$ cat src/rtl/mem_pkg.sv
// Shared constants and entry type for the posted-write buffer between the core and exmemory.
package mem_pkg;

  localparam int DEF_WIDTH = 8;
  localparam int DEF_DEPTH = 4;
  localparam int PTR_W     = $clog2(DEF_DEPTH);

  typedef struct packed {
    logic [DEF_WIDTH-1:0] adr;
    logic [DEF_WIDTH-1:0] data;
  } wbuf_entry_t;

endpackage

$ cat src/rtl/wbuf_fifo.sv
// Circular {adr,data} store for the write buffer: pointers, occupancy, per-entry valid bits.
// Every entry is exposed so the top level can run an address compare across the whole queue.
module wbuf_fifo
  import mem_pkg::*;
#(
  parameter int WIDTH = DEF_WIDTH,
  parameter int DEPTH = DEF_DEPTH
) (
  input  logic                            clk,
  input  logic                            reset,
  input  logic                            push,
  input  logic                            pop,
  input  logic [WIDTH-1:0]                push_adr,
  input  logic [WIDTH-1:0]                push_data,
  output logic [WIDTH-1:0]                head_adr,
  output logic [WIDTH-1:0]                head_data,
  output logic [$clog2(DEPTH):0]          count,
  output logic                            full,
  output logic                            empty,
  output logic [$clog2(DEPTH)-1:0]        tail,
  output logic [DEPTH-1:0]                valid,
  output logic [DEPTH-1:0][WIDTH-1:0]     entry_adr,
  output logic [DEPTH-1:0][WIDTH-1:0]     entry_data
);

  localparam int P_W = $clog2(DEPTH);
  localparam int C_W = P_W + 1;

  logic [P_W-1:0]   head_reg, tail_reg;
  logic [C_W-1:0]   count_reg;
  logic [DEPTH-1:0] valid_reg, valid_next;
  logic [WIDTH-1:0] adr_mem  [DEPTH];
  logic [WIDTH-1:0] data_mem [DEPTH];
  logic             do_push, do_pop;

  assign full    = (count_reg == C_W'(DEPTH));
  assign empty   = (count_reg == '0);
  // Guard here as well so a misbehaving caller can never over- or under-run the queue.
  assign do_push = push && !full;
  assign do_pop  = pop && !empty;

  always_comb begin
    valid_next = valid_reg;
    if (do_pop)
      valid_next[head_reg] = 1'b0;
    if (do_push)
      valid_next[tail_reg] = 1'b1;
  end

  always_ff @(posedge clk or negedge reset) begin
    if (!reset) begin
      head_reg  <= '0;
      tail_reg  <= '0;
      count_reg <= '0;
      valid_reg <= '0;
    end else begin
      if (do_push)
        tail_reg <= tail_reg + P_W'(1);
      if (do_pop)
        head_reg <= head_reg + P_W'(1);
      count_reg <= count_reg + C_W'(do_push) - C_W'(do_pop);
      valid_reg <= valid_next;
    end
  end

  // Payload needs no reset: valid bits and count gate every use of it.
  always_ff @(posedge clk) begin
    if (do_push) begin
      adr_mem[tail_reg]  <= push_adr;
      data_mem[tail_reg] <= push_data;
    end
  end

  generate
    for (genvar gi = 0; gi < DEPTH; gi++) begin : g_entry
      assign entry_adr[gi]  = adr_mem[gi];
      assign entry_data[gi] = data_mem[gi];
    end
  endgenerate

  assign head_adr  = adr_mem[head_reg];
  assign head_data = data_mem[head_reg];
  assign count     = count_reg;
  assign tail      = tail_reg;
  assign valid     = valid_reg;

endmodule

$ cat src/rtl/mem_write_buffer.sv
// Posted-write buffer: queues core stores and retires them on free memory cycles.
// Define WBUF_FORWARD_EN to serve reads from the youngest matching queued write instead of stalling.
module mem_write_buffer
  import mem_pkg::*;
#(
  parameter int WIDTH = DEF_WIDTH,
  parameter int DEPTH = DEF_DEPTH
) (
  input  logic                   clk,
  input  logic                   reset,
  input  logic                   memread,
  input  logic                   memwrite,
  input  logic [WIDTH-1:0]       adr,
  input  logic [WIDTH-1:0]       writedata,
  output logic [WIDTH-1:0]       memdata,
  output logic                   stall,
  output logic                   mem_we,
  output logic [WIDTH-1:0]       mem_adr,
  output logic [WIDTH-1:0]       mem_wdata,
  input  logic [WIDTH-1:0]       mem_rdata,
  output logic [$clog2(DEPTH):0] count
);

  localparam int P_W = $clog2(DEPTH);

  logic                        full, empty;
  logic                        push, drain;
  logic                        rd_req, illegal, full_write, port_idle;
  logic [WIDTH-1:0]            head_adr, head_data;
  logic [P_W-1:0]              tail_ptr;
  logic [DEPTH-1:0]            valid;
  logic [DEPTH-1:0][WIDTH-1:0] entry_adr, entry_data;

  wbuf_fifo #(
    .WIDTH (WIDTH),
    .DEPTH (DEPTH)
  ) u_fifo (
    .clk        (clk),
    .reset      (reset),
    .push       (push),
    .pop        (drain),
    .push_adr   (adr),
    .push_data  (writedata),
    .head_adr   (head_adr),
    .head_data  (head_data),
    .count      (count),
    .full       (full),
    .empty      (empty),
    .tail       (tail_ptr),
    .valid      (valid),
    .entry_adr  (entry_adr),
    .entry_data (entry_data)
  );

  assign rd_req     = memread && !memwrite;
  assign illegal    = memread && memwrite;
  assign full_write = memwrite && full;
  assign push       = memwrite && !full;

`ifdef WBUF_FORWARD_EN
  logic [DEPTH-1:0]            hit_vec;
  logic [DEPTH-1:0][WIDTH-1:0] hit_data;
  logic                        fwd_hit;
  logic [WIDTH-1:0]            fwd_data;

  // Offset gi looks at the entry written gi+1 pushes ago, so lower offsets are younger.
  generate
    for (genvar gi = 0; gi < DEPTH; gi++) begin : g_fwd
      logic [P_W-1:0] idx;
      assign idx          = tail_ptr - P_W'(gi + 1);
      assign hit_vec[gi]  = valid[idx] && (entry_adr[idx] == adr);
      assign hit_data[gi] = entry_data[idx];
    end
  endgenerate

  always_comb begin
    fwd_hit  = 1'b0;
    fwd_data = '0;
    for (int i = DEPTH - 1; i >= 0; i--) begin
      if (hit_vec[i]) begin
        fwd_hit  = 1'b1;
        fwd_data = hit_data[i];
      end
    end
  end

  assign port_idle = !memread && !memwrite;
  assign stall     = full_write || illegal;
  assign memdata   = (rd_req && fwd_hit) ? fwd_data : mem_rdata;
`else
  logic unused_fwd;
  assign unused_fwd = ^{tail_ptr, valid, entry_adr, entry_data};

  // A read behind queued writes yields the port to the drain until the queue is empty.
  assign port_idle = (!memread && !memwrite) || rd_req;
  assign stall     = full_write || illegal || (rd_req && !empty);
  assign memdata   = mem_rdata;
`endif

  assign drain     = !empty && (port_idle || full_write);
  assign mem_we    = drain;
  assign mem_adr   = drain ? head_adr : adr;
  assign mem_wdata = head_data;

endmodule

$ cat config.mk
export PLATFORM = sky130hd
export DESIGN_NAME = mem_write_buffer
export DESIGN_NICKNAME = d
export VERILOG_FILES = /design/src/rtl/mem_pkg.sv /design/src/rtl/wbuf_fifo.sv /design/src/rtl/mem_write_buffer.sv
export SDC_FILE = /design/constraint.sdc
export NUM_CORES = 1
export LEC_CHECK = 0
export BUFFER_PORTS_ARGS = -buffer_cell sky130_fd_sc_hd__buf_2
export CELL_PAD_IN_SITES_DETAIL_PLACEMENT = 0
export CELL_PAD_IN_SITES_GLOBAL_PLACEMENT = 1
export CORE_ASPECT_RATIO = 1.25
export CORE_MARGIN = 5
export CORE_UTILIZATION = 50
export CTS_CLUSTER_DIAMETER = 150
export DETAILED_ROUTE_END_ITERATION = 12
export PLACE_DENSITY_LB_ADDON = 0.1
export SYNTH_ARGS = -nofsm -noshare
export SYNTH_HDL_FRONTEND = slang
export SYNTH_SLANG_ARGS = --single-unit
$ cat constraint.sdc
create_clock -name clk -period 3.7 [get_ports clk]
set_clock_uncertainty 0.05 [all_clocks]
set_input_delay 0 -clock clk [delete_from_list [all_inputs] [get_ports clk]]
set_output_delay 0 -clock clk [all_outputs]
set_load 0.05 [all_outputs]
==> impl_metrics.env, run 1 <==
export IMPL_hold_path_class="in -> reg"
export IMPL_period_share_pct=72.2
export IMPL_setup_violations=0
export IMPL_drive_above_1_share_pct=37.2
export IMPL_syn_nets=176
export IMPL_netlist_area_mm2=0.00296
export IMPL_rsz0062_at_grt="no"
export IMPL_tritoncts="yes"
export IMPL_cp_slowest_cell="or2_1"
export IMPL_synthFlopType="edfxtp_1"
export IMPL_overflow=0
export IMPL_clock_sinks=71
export IMPL_power_frac_clock_pct=17.6
export IMPL_synth_cell_types=23
export IMPL_coreArea_mm2=0.00578
export IMPL_synth_warnings=0
export IMPL_htree_num_levels=3
export IMPL_dr_pass1_iters=5
export IMPL_switching_share_pct=40.0
export IMPL_p_sw_w=0.00124
export IMPL_final_nets=240
export IMPL_endpoint_kind="register"
export IMPL_synth_top_cell_by_area="edfxtp_1"
export IMPL_num_vias=1457
export IMPL_grt_pass1_vias=1567
export IMPL_synthArstFlopShare_pct=9.86
export IMPL_post_place_cells=234
export IMPL_floorplan_initialDensity_pct=51.2
export IMPL_hold_viol=0
export IMPL_drc=0
export IMPL_fill_cells=440
export IMPL_place_congestion=0.741
export IMPL_cp_slowest_stage_delay_ps=570
export IMPL_power_frac_comb_pct=42.7
export IMPL_grt_usage_pct=15.3
export IMPL_synth_edf_count=64
export IMPL_grt_max_degree=18
export IMPL_viasPerCell=5.34
export IMPL_multi_input_area_um2=718
export IMPL_port_buffers=40
export IMPL_grt_pass1_wl_um=8400
export IMPL_antenna_found_initial=0
export IMPL_antenna_cells=0
export IMPL_cap_violations=0
export IMPL_area_growth_pct=20.1
export IMPL_cp_required_ps=3890
export IMPL_pwr_share_seq_pct=39.7
export IMPL_ir_drop_mv=0.435
export IMPL_relSlewSlack_pct=38.8
export IMPL_fin_cells=273
export IMPL_cts_root_buffer="clkbuf_8"
export IMPL_dr_first_iter_drc_count=87
export IMPL_clockBufferDepth=2
export IMPL_path_common_cell="ha_1"
export IMPL_cts_buffers=9
export IMPL_fmax_ghz=0.374
export IMPL_synth_seq_area_share_pct=70.9
export IMPL_p_per_area_mw_per_mm2=869
export IMPL_crit_type="reg -> reg"
export IMPL_wire_per_inst_um=19.3
export IMPL_clk_pin_slew_ps=70
export IMPL_wl_met3_um=180
export IMPL_setup_tns_final_ps=0
export IMPL_final_cell_mix="edfxtp_1, buf_2, dlygate4sd3_1"
export IMPL_cp_arrival_ps=2860
export IMPL_final_common_cell="edfxtp_1"
export IMPL_avgSynthCellArea_um2=21.0
export IMPL_met1Wirelength_um=2170
export IMPL_synthTopCellsByArea="edfxtp_1, mux4_2, dfrtp_1"
export IMPL_path_cells="nor3b_2 > or2_1 > ha_1 > inv_1 > ha_1 > fa_1 > xor2_1 > xnor2_1"
export IMPL_clkLatencyLatePin_ps=320
export IMPL_met2_length_um=2850
export IMPL_path_max_fanout=10
export IMPL_postSynthCellCount=141
export IMPL_min_period_ps=2670
export IMPL_tightest_slew_ps=918
export IMPL_final_antenna_net_count=0
export IMPL_die_area_mm2=0.00756
export IMPL_die_y_um=96.0
export IMPL_slew_viol_final=0
export IMPL_die_w_um=78.8
export IMPL_wl_um=5260
export IMPL_boundaryPins=57
export IMPL_post_cts_buffers=0
export IMPL_routed_top_layer="met4"
export IMPL_intPower_w=0.00185
export IMPL_rows=31
export IMPL_synth_seq_cells=71
export IMPL_p_leak_nw=1.33
export IMPL_post_dp_hpwl_um=3260
export IMPL_cp_start_kind="register"
export IMPL_synth_top_area_share_pct=65.0
export IMPL_status="complete, no violations"
export IMPL_final_seq_area_mm2=0.00210
-- power groups by stage --
stage / Combinational, W / Clock [W] / Sequential, W
3_5_place_dp: 0.00131 / 0 / 0.00125
2_1_floorplan: 0.00111 / 0 / 0.00120
3_3_place_gp: 0.00128 / 0 / 0.00123
6_report: 0.00132 / 0.000543 / 0.00123
5_1_grt: 0.00141 / 0.000590 / 0.00125
4_1_cts: 0.00135 / 0.000556 / 0.00123
-- final cells by class --
type | instances | share of cell area, %
clock buffer | 10 | 3.59
clock inverter | 3 | 1.06
inverter | 6 | 0.634
multi-input combinational | 50 | 20.2
sequential | 71 | 59.0
tap | 66 | 2.32
timing repair buffer | 67 | 13.2
-- per-layer routing --
metal / global-route usage, % / vias to the layer above
li1: - / 663
met5: 0 / -
met2: 25.6 / 34
met1: 20.0 / 756
met3: 2.72 / 4
met4: 6.56 / 0
-- per-stage QoR --
stage / hold WS (ps) / area, um2 / utilization (%) / total power (W) / setup slack (ps)
after floorplan: -346 / 2960 / - / 0.00231 / 1140
after global placement: -210 / 3130 / 54.1 / 0.00251 / 1170
after detailed placement: -206 / 3130 / 54.1 / 0.00256 / 1030
after CTS: 124 / 3550 / 61.5 / 0.00314 / 1010
after global routing: 144 / 3550 / 61.5 / 0.00325 / 818
final: 130 / 3550 / 61.5 / 0.00309 / 1030
-- worst max-delay path, delay by kind of cell, from the launching register on --
family	cells	cell delay, ps
xor gates and xnor gates	2	350
and+or+nand+nor	2	900
buffers and inverters	1	40
DFF	1	460
adders and majority gates	3	780
-- synthesized netlist by cell type, drive strengths merged (2+ instances only) --
| cell type | number |
|---|---|
| and2 | 4 |
| buf | 13 |
| dfrtp | 7 |
| edfxtp | 64 |
| ha | 6 |
| inv | 6 |
| mux2 | 9 |
| mux4 | 16 |
| o21ai | 2 |
| or2 | 2 |
| xnor2 | 3 |
| xor2 | 2 |
-- cell families (layout without fill, tap and decap cells) --
group	count (synthesis)	after routing	synth area share (%)
flip-flops	71	71	70.9
adder cells (fa/ha/maj)	7	7	3.21
XOR/XNOR	5	5	1.48
multiplexers	25	25	16.6
AND/OR/NAND/NOR	9	9	2.03
AO/OA/AOI/OAI	4	4	0.931
buffers and inverters	20	86	4.82
-- worst paths after layout --
kind / startpoint / to / slack, ps / cells past startpoint
min in group asynchronous: reset / u_fifo.count[1] / 590 / 3
worst max-delay path: u_fifo.count[1] / u_fifo.count[2] / 1030 / 8
max in group asynchronous: reset / u_fifo.head_reg[0] / 2760 / 3
worst max register to register: u_fifo.count[1] / u_fifo.count[2] / 1030 / 8
worst min register to register: u_fifo.count[2] / u_fifo.count[2] / 490 / 1
worst min-delay path: memwrite / u_fifo.tail[0] / 130 / 3
-- what timing repair did --
| action | CTS | global route |
|---|---|---|
| hold endpoints to repair | 79 | 0 |
| endpoints found under the setup margin | 0 | 0 |
| hold buffers | 26 | 0 |
| gates resized for setup | 0 | 0 |
(Power assumes the default switching activity.)
==> run 2, diff against run 1 <==
CORE_UTILIZATION = 42   (was 50)
clock period = 2.39 ns   (was 3.7 ns; I/O delays follow)
==> run 2 against run 1 <==
Non-clock buffer count grew 10. Sequential power grew 50%. Sequential share of layout area shrank 2.5 points. Global-route usage shrank 1.9 points. Die area grew 17%. First-iteration DRC count shrank 28%.
==> impl_metrics.env, run 2 (same netlist as run 1, synthesis figures left out) <==
export IMPL_path_max_fanout=6
export IMPL_cap_violations=0
export IMPL_cp_start_kind="register"
export IMPL_floorplan_initialDensity_pct=42.7
export IMPL_clkLatencyLatePin_ps=320
export IMPL_grt_usage_pct=13.4
export IMPL_antenna_cells=0
export IMPL_die_w_um=85.1
export IMPL_wl_um=5480
export IMPL_coreArea_mm2=0.00693
export IMPL_intPower_w=0.00307
export IMPL_placed_cell_area_mm2=0.00325
export IMPL_final_cell_mix="edfxtp_1, buf_2, dlygate4sd3_1"
export IMPL_min_period_ps=2190
export IMPL_area_growth_pct=25.7
export IMPL_hold_path_class="in -> reg"
export IMPL_final_seq_area_mm2=0.00210
export IMPL_p_leak_nw=1.40
export IMPL_ir_drop_mv=0.786
export IMPL_boundaryPins=57
export IMPL_num_vias=1499
export IMPL_final_antenna_net_count=0
export IMPL_crit_type="reg -> reg"
export IMPL_path_cells="o21ba_1 > or2_1 > ha_1 > inv_1 > ha_1 > fa_2 > xor2_1 > xnor2_1"
export IMPL_post_cts_buffers=0
export IMPL_rows=34
export IMPL_dr_pass1_iters=4
export IMPL_setup_violations=0
export IMPL_p_per_area_mw_per_mm2=1360
export IMPL_endpoint_kind="register"
export IMPL_power_frac_clock_pct=19.8
export IMPL_antenna_found_initial=0
export IMPL_clockBufferDepth=2
export IMPL_drc=0
export IMPL_switching_share_pct=39.2
export IMPL_place_congestion=0.776
export IMPL_htree_num_levels=3
export IMPL_post_dp_hpwl_um=3680
export IMPL_tritoncts="yes"
export IMPL_wire_per_inst_um=17.7
export IMPL_port_buffers=40
export IMPL_fmax_ghz=0.457
export IMPL_die_area_mm2=0.00883
export IMPL_viasPerCell=4.85
export IMPL_pwr_share_seq_pct=36.7
export IMPL_rsz0062_at_grt="no"
export IMPL_fin_area_mm2=0.00372
export IMPL_clock_sinks=71
export IMPL_slew_viol_final=0
export IMPL_dr_first_iter_drc_count=63
export IMPL_setup_tns_final_ps=0
export IMPL_grt_pass1_wl_um=8880
export IMPL_grt_max_degree=13
export IMPL_relSlewSlack_pct=66.1
export IMPL_cts_buffers=9
export IMPL_clk_pin_slew_ps=60
export IMPL_cp_slowest_cell="dfrtp_2"
export IMPL_overflow=0
export IMPL_period_share_pct=91.5
export IMPL_multi_input_area_um2=727
export IMPL_path_common_cell="ha_1"
export IMPL_final_common_cell="edfxtp_1"
export IMPL_cp_slowest_stage_delay_ps=460
export IMPL_cts_root_buffer="clkbuf_8"
export IMPL_fill_cells=568
export IMPL_die_y_um=104
export IMPL_tightest_slew_ps=507
export IMPL_cp_arrival_ps=2340
export IMPL_drive_above_1_share_pct=43.8
export IMPL_grt_pass1_vias=1769
export IMPL_p_sw_w=0.00198
export IMPL_hold_viol=0
export IMPL_final_nets=250
export IMPL_cp_required_ps=2550
export IMPL_power_frac_comb_pct=43.5
export IMPL_status="complete, no violations"
-- run 2: repair_timing --
action                                  4_1_cts  5_1_grt
hold buffers                                 26        0
endpoints found under the setup margin        0        1
resized for setup                             0        1
endpoints found under the hold margin        79        0
-- run 2: metrics by stage --
stage	std cells	power [W]	setup slack, ps	hold slack (ps)	utilization [%]
global placement	268	0.00401	283	-208	46.8
finish	309	0.00504	202	139	53.6
global route	309	0.00531	73.0	151	53.6
floorplan	141	0.00360	10.7	-346	-
detailed placement	268	0.00406	228	-206	46.8
CTS	309	0.00513	89.3	125	53.6
-- run 2: layer usage --
| layer | global-route usage (%) | vias to the layer above | share of wire (%) |
|---|---|---|---|
| li1 | - | 691 | - |
| met2 | 24.6 | 25 | 58 |
| met1 | 14.4 | 778 | 38 |
| met3 | 2.62 | 5 | 3.3 |
| met5 | 0 | - | 0 |
| met4 | 6.67 | 0 | 0.88 |
-- run 2: critical path: cells and delay by family (launching register included) --
family | cells | cell delay [ps]
flip-flops | 1 | 460
AND/OR/NAND/NOR | 1 | 230
XOR/XNOR | 2 | 280
AO/OA/AOI/OAI | 1 | 210
adder cells (fa/ha/maj) | 3 | 800
buffers and inverters | 1 | 40
-- run 2: cell type report --
class / count / area share [%]
Sequential cell: 71 / 56.5
Multi-Input combinational cell: 50 / 19.6
Timing Repair Buffer: 77 / 14.6
Clock buffer: 9 / 3.33
Tap cell: 90 / 3.03
Clock inverter: 6 / 2.32
Inverter: 6 / 0.606
-- run 2: path summary, 6_finish.rpt --
check | cells past startpoint | start | endpoint | slack [ps]
setup / recovery | 8 | u_fifo.count[1] | u_fifo.count[2] | 200
hold / removal | 3 | memwrite | u_fifo.tail[0] | 140
setup reg to reg | 8 | u_fifo.count[1] | u_fifo.count[2] | 200
hold reg to reg | 1 | u_fifo.count[2] | u_fifo.count[2] | 460
max in group asynchronous | 3 | reset | u_fifo.head_reg[0] | 1430
min in group asynchronous | 3 | reset | u_fifo.head_reg[1] | 580
-- run 2: power groups by stage --
stage | clock network, W | registers (W) | logic [W]
2_1_floorplan | 0 | 0.00187 | 0.00173
3_3_place_gp | 0 | 0.00186 | 0.00215
3_5_place_dp | 0 | 0.00189 | 0.00217
4_1_cts | 0.00103 | 0.00186 | 0.00225
5_1_grt | 0.00108 | 0.00189 | 0.00235
6_report | 0.000998 | 0.00185 | 0.00219
